## src/rtl/ldpc_pin_frontend.sv

```systemverilog
// ldpc_pin_frontend
//   Pin-side command front end for the LDPC encoder/decoder core. Asynchronous
//   pad inputs are synchronized, and a rising edge on the strobe executes one
//   command. WRITE fills the codeword buffer one bit at a time, START launches
//   the buffer to the core, READ returns one result bit on PO_output, and ABORT
//   returns the block to idle.
// Ports
//   wb_clk_i, wb_rst_i      clock, synchronous active-high reset
//   P_inputnoutput          pad mode (1 = host writes/starts, 0 = host reads)
//   P_input                 pad serial data bit for WRITE
//   P_in_out_sel[15:0]      [15] strobe, [14:13] opcode, [12:0] bit index
//   PO_output               registered read-back bit
//   cw_o/cw_valid_o/cw_ready_i     codeword handshake to the core
//   res_i/res_valid_i/res_ready_o  result handshake from the core
//   busy_o, done_o, err_o   status (err_o is sticky until ABORT or reset)
module ldpc_pin_frontend #(
    parameter int NN      = 208,
    parameter int IDX_W   = 13,
    parameter int WAIT_TO = 4096
) (
    input  logic          wb_clk_i,
    input  logic          wb_rst_i,
    input  logic          P_inputnoutput,
    input  logic          P_input,
    input  logic [15:0]   P_in_out_sel,
    output logic          PO_output,
    output logic [NN-1:0] cw_o,
    output logic          cw_valid_o,
    input  logic          cw_ready_i,
    input  logic [NN-1:0] res_i,
    input  logic          res_valid_i,
    output logic          res_ready_o,
    output logic          busy_o,
    output logic          done_o,
    output logic          err_o
);
    localparam int                 SEL_W   = (NN > 1) ? $clog2(NN) : 1;
    localparam int                 CNT_W   = (WAIT_TO > 1) ? $clog2(WAIT_TO) : 1;
    localparam logic [CNT_W-1:0]   CNT_MAX = CNT_W'((WAIT_TO > 0) ? WAIT_TO - 1 : 0);
    localparam logic [IDX_W:0]     NN_W    = (IDX_W + 1)'(NN);
    localparam bit                 TO_EN   = (WAIT_TO != 0);

    localparam logic [1:0] OP_WRITE = 2'b00;
    localparam logic [1:0] OP_START = 2'b01;
    localparam logic [1:0] OP_READ  = 2'b10;
    localparam logic [1:0] OP_ABORT = 2'b11;

    typedef enum logic [1:0] {S_IDLE, S_LAUNCH, S_WAIT, S_DONE} state_t;

    // Pad bundle: {mode, data, strobe/opcode/index}
    logic [17:0]      sync1_q, sync2_q;
    logic             stb3_q;
    state_t           state_q, state_d;
    logic             err_q, err_d;
    logic             po_q, po_d;
    logic [CNT_W-1:0] cnt_q, cnt_d;
    logic [NN-1:0]    cw_buf_q, cw_buf_d;
    logic [NN-1:0]    res_buf_q, res_buf_d;

    logic             mode, din, cmd_fire, idx_ok;
    logic [1:0]       op;
    logic [IDX_W-1:0] idx;
    logic [SEL_W-1:0] sel;

    assign mode     = sync2_q[17];
    assign din      = sync2_q[16];
    assign op       = sync2_q[14:13];
    assign idx      = sync2_q[IDX_W-1:0];
    assign sel      = idx[SEL_W-1:0];
    assign idx_ok   = ({1'b0, idx} < NN_W);
    // One command per synchronized rising edge, however long the strobe is held.
    assign cmd_fire = sync2_q[15] & ~stb3_q;

    always_comb begin
        state_d   = state_q;
        err_d     = err_q;
        po_d      = po_q;
        cnt_d     = cnt_q;
        cw_buf_d  = cw_buf_q;
        res_buf_d = res_buf_q;

        // Core-side handshakes and the WAIT timeout.
        case (state_q)
            S_LAUNCH: if (cw_ready_i) begin
                state_d = S_WAIT;
                cnt_d   = '0;
            end
            S_WAIT: begin
                // A result arriving on the expiry cycle still counts as success.
                if (res_valid_i) begin
                    res_buf_d = res_i;
                    state_d   = S_DONE;
                end else if (TO_EN && cnt_q == CNT_MAX) begin
                    err_d   = 1'b1;
                    state_d = S_IDLE;
                end else begin
                    cnt_d = cnt_q + 1'b1;
                end
            end
            default: ;
        endcase

        // Pin commands; ABORT overrides any handshake taken in the same cycle.
        if (cmd_fire) begin
            if (op == OP_ABORT) begin
                state_d   = S_IDLE;
                err_d     = 1'b0;
                po_d      = 1'b0;
                res_buf_d = res_buf_q;
            end else if (mode != (op != OP_READ)) begin
                err_d = 1'b1;
            end else if (state_q == S_LAUNCH || state_q == S_WAIT) begin
                err_d = 1'b1;
            end else begin
                case (op)
                    OP_WRITE: if (idx_ok) cw_buf_d[sel] = din;
                              else        err_d = 1'b1;
                    OP_START: state_d = S_LAUNCH;
                    default: begin  // READ
                        if (state_q != S_DONE) begin
                            err_d = 1'b1;
                        end else if (idx_ok) begin
                            po_d = res_buf_q[sel];
                        end else begin
                            err_d = 1'b1;
                            po_d  = 1'b0;
                        end
                    end
                endcase
            end
        end
    end

    always_ff @(posedge wb_clk_i) begin
        if (wb_rst_i) begin
            sync1_q   <= '0;
            sync2_q   <= '0;
            stb3_q    <= 1'b0;
            state_q   <= S_IDLE;
            err_q     <= 1'b0;
            po_q      <= 1'b0;
            cnt_q     <= '0;
            cw_buf_q  <= '0;
            res_buf_q <= '0;
        end else begin
            sync1_q   <= {P_inputnoutput, P_input, P_in_out_sel};
            sync2_q   <= sync1_q;
            stb3_q    <= sync2_q[15];
            state_q   <= state_d;
            err_q     <= err_d;
            po_q      <= po_d;
            cnt_q     <= cnt_d;
            cw_buf_q  <= cw_buf_d;
            res_buf_q <= res_buf_d;
        end
    end

    assign PO_output   = po_q;
    assign cw_o        = cw_buf_q;
    assign cw_valid_o  = (state_q == S_LAUNCH);
    assign res_ready_o = (state_q == S_IDLE) || (state_q == S_WAIT);
    assign busy_o      = (state_q == S_LAUNCH) || (state_q == S_WAIT);
    assign done_o      = (state_q == S_DONE);
    assign err_o       = err_q;
endmodule

```

## config.mk

```make
export PLATFORM = sky130hd
export DESIGN_NAME = ldpc_pin_frontend
export DESIGN_NICKNAME = d
export VERILOG_FILES = /design/src/rtl/ldpc_pin_frontend.sv
export SDC_FILE = /design/constraint.sdc
export NUM_CORES = 1
export LEC_CHECK = 0
export CAP_MARGIN = 15
export CORE_MARGIN = 2
export CORE_UTILIZATION = 50
export CTS_BUF_LIST = sky130_fd_sc_hd__clkbuf_2 sky130_fd_sc_hd__clkbuf_4 sky130_fd_sc_hd__clkbuf_8
export DETAILED_ROUTE_END_ITERATION = 10
export DONT_BUFFER_PORTS = 1
export GPL_TIMING_DRIVEN = 0
export MAX_ROUTING_LAYER = met4
export SYNTH_ARGS = -nofsm -noshare
export SYNTH_HDL_FRONTEND = slang
export SYNTH_SLANG_ARGS = --single-unit
```

## constraint.sdc

```tcl
create_clock -name wb_clk_i -period 5.3 [get_ports wb_clk_i]
set_input_delay 1.325 -clock wb_clk_i [delete_from_list [all_inputs] [get_ports wb_clk_i]]
set_output_delay 1.325 -clock wb_clk_i [all_outputs]
set_load 0.03 [all_outputs]
```

==> summary.md <==
| Metric | Value |
|---|---|
| Leading cell type by number of instances after synthesis | `dfxtp_1` |
| WL final | `71400 um` |
| Crit start category | `flip-flop` |
| Placed Cells | `2815` |
| Vias in the first global route | `16882` |
| Largest net degree at the start of global routing | `11` |
| Drt wl/cell | `24.2 um` |
| Vias | `17619` |
| Post_cts resized | `0` |
| Hold depth | `1` |
| Max IR drop VDD | `0.341 mV` |
| Top post-synthesis cells by area | `dfxtp_1 (50%), a21oi_1 (11%), nand2_1 (9.0%)` |
| Post-Synthesis Cells | `2301` |
| Area growth, synth to finish | `12.0%` |
| Worst R2R Setup Slack | `1.84 ns` |
| Clock Skews | `0.0225 ns` |
| Post-synth top flop | `dfxtp_1` |
| Bufs on Longest Clock Path | `3` |
| Fmax | `289 MHz` |
| Final period utilization | `0.653` |
| Vias per inst | `5.97` |
| Clock Latency Late Sink | `0.65 ns` |
| Outcome | `complete, no violations` |
| Synthesized flop and latch total | `469` |
| Kind of cell adding the most delay to the critical path | `buffers and inverters` |
| Ys async rst share | `0` |
| CP arrival | `4.02 ns` |
| Slew Viols, Final | `0` |
| Post-synth top area cell | `dfxtp_1` |
| Synth Warn # | `0` |
| Worst Reg-to-Reg Cells | `8` |
| Worst-margin pin slew | `1.19 ns` |
| Hold WS | `0.431 ns` |
| P per Cell Area | `335 nW/um2` |
| GR peak layer | `met2` |
| Max_slew headroom | `0.202` |
| Register share of total power | `0.499` |
| I/O pin count | `444` |
| Post-layout util | `0.565` |
| Critical Path Fanout Max | `10` |
| Non-filler cells, final | `2951` |
| Rows | `71` |
| Cell Area, Synth | `18900 um2` |
| First-pass GRT wire length | `103000 um` |
| Die area | `39400 um2` |
| Final Hold Fails | `0` |
| Number of port buffers | `0` |
| Die width | `199 um` |
| CTS tree | `yes` |
| Syn_nets | `2536` |
| Hold Buf Count CTS | `0` |
| Final Setup Violations | `0` |
| Crit end category | `flip-flop` |
| DRT Pass-1 Iters | `6` |
| Core area | `37500 um2` |
| Dpl cell area | `19600 um2` |
| Hold Path Class | `reg2reg` |
| CTS clock-pin slew for the worst setup and hold paths | `0.06 ns` |
| Filler Cells Inserted | `3631` |
| Slowest Stage Delay on Critical Path | `0.71 ns` |
| Top cells by count, synth | `dfxtp_1 (469), nand2_1 (452), a21oi_1 (434), nand3_1 (231), o21ai_0 (217)` |
| Routability Congestion | `0.915` |
| Switching share of power | `0.233` |
| Final nets | `2621` |
| Post-synth cell types | `52` |
| R2R Path End | `cw_o[200]` |
| Antenna violations before repair | `2` |
| Cell Int Power | `5.44 mW` |
| Total CTS buffers | `79` |
| P_leak | `6.63 nW` |
| GRT Residual Overflow | `0` |
| CTS Sinks | `469` |
| Final period demand of the worst path | `3.46 ns` |
| Combinational share of power | `0.035` |
| Share of Yosys cell area claimed by the top area cell type | `0.496` |
| CP max-delay cell | `clkbuf_1` |
| Global router's overall resource usage | `0.364` |
| Met2 Use GR | `0.575` |
| Setup TNS Final | `0 ns` |
| Clock Power Share | `0.465` |
| Hold path endpoint | `sync2_q[12]` |
| Worst path cell trace | `buf_2 -> clkbuf_1 -> clkbuf_1 -> nand3b_1 -> nor3_1 -> buf_2 -> nand3_1 -> a21oi_1` |
| Layout cells sized above 1 | `0.0886` |
| Max cap viols | `0` |
| Met1 GRT Util | `0.429` |
| Initial drt markers | `1520` |
| Post-synth EDFFs | `0` |
| CTS H-tree lvls | `3` |
| Avg Cell Area, Syn | `8.23 um2` |
| Buf+Inv Stages, Crit Path | `4` |
| GR Util met3 | `0.105` |
| Antenna Nets Post-Route | `0` |
| Post-CTS setup repair buffer count | `0` |
| Dpl hpwl | `52000 um` |
| DRC | `0` |
| Initial Utilization | `0.505` |
| CP required | `5.86 ns` |
| P_sw | `1.66 mW` |
| Die Height | `199 um` |
| CTS Root Cell | `clkbuf_8` |
| Register area share after synthesis | `0.496` |
| HP Start | `sync1_q[12]` |
| Unrepaired setup endpoints after global routing | `no` |
| Finished Cell Area | `21200 um2` |
| FF-to-FF Start | `sync2_q[3]` |
| WS Path Type | `reg2reg` |
power by group through the flow:
stage | Sequential, mW | Combinational, mW | Clock (mW)
finish | 3.55 | 0.251 | 3.30
global route | 3.55 | 0.265 | 3.49
CTS | 3.55 | 0.246 | 3.33
detailed placement | 3.62 | 0.246 | 0
global placement | 3.62 | 0.243 | 0
floorplan | 3.62 | 0.155 | 0
worst register-to-register path: cells and delay by family, from the launching register on:
family,cells,cell delay [ns]
DFF,1,0.31
AOI/OAI and AO/OA,1,0.17
and+or+nand+nor,3,0.94
buffers and inverters,4,1.97
placed cells by master (no fill, tap or decap), drive strengths merged, types with 7 or more instances in the layout:
cell / synthesis / final
dfxtp: 469 / 469
nand2: 452 / 452
a21oi: 434 / 434
clkbuf: 168 / 292
nand3: 232 / 232
o21ai: 217 / 217
nor2b: 52 / 52
buf: 42 / 45
nor2: 38 / 38
mux2i: 37 / 37
mux4: 35 / 35
a22oi: 16 / 16
nor3: 13 / 13
nand2b: 11 / 11
nand4: 9 / 9
xor2: 7 / 7
inv: 6 / 7
o211ai: 7 / 7
flip-flops by register name (all words and copies together) (netlist names):
name and cells:
cnt_q 12, res_buf_q 208, sync2_q 18, sync1_q 18, state_q 2, stb3_q 1
cw_o 208, err_o 1, PO_output 1
stage by stage:
| stage | setup slack, ns | power [mW] |
|---|---|---|
| floorplan | 2.78 | 3.78 |
| global placement | 1.81 | 3.87 |
| detailed placement | 1.84 | 3.87 |
| CTS | 1.89 | 7.12 |
| global route | 1.69 | 7.30 |
| finish | 1.84 | 7.10 |
cell type report:
type                            instances  area, um2  area share
Buffer                                210        847      0.0400
Antenna cell                            2       5.00    0.000236
Tap cell                              511        639      0.0302
Inverter                                6       22.5     0.00106
Clock buffer                          124       1510      0.0714
Timing Repair Buffer                    4       27.5     0.00130
Sequential cell                       469       9390       0.443
Clock inverter                          9       78.8     0.00372
Multi-Input combinational cell       1616       8670       0.409
worst max-delay path by stage:
stage | slack, ns | from | end | cells past startpoint
final | 1.84 | sync2_q[3] | cw_o[200] | 8
after global routing | 1.69 | state_q[1] | cw_o[104] | 10
after CTS | 1.89 | sync2_q[0] | PO_output | 9
after detailed placement | 1.84 | wb_rst_i | PO_output | 5
after global placement | 1.81 | wb_rst_i | PO_output | 5
after floorplan | 2.78 | res_valid_i | res_buf_q[187] | 6
layer usage:
layer / up-vias / routed length [um]
met5: - / 0
met4: 0 / 3160
met3: 199 / 7520
met2: 896 / 33100
met1: 8357 / 27600
li1: 8167 / -
kinds of logic after synthesis:
kind of cell | after synthesis | synth area share
and+or+nand+nor | 833 | 0.198
AOI/OAI and AO/OA | 696 | 0.191
DFF | 469 | 0.496
buffers and inverters | 216 | 0.0459
muxes | 74 | 0.0624
xor gates and xnor gates | 8 | 0.00370
adders and majority gates | 5 | 0.00331
(Power assumes the default switching activity.)
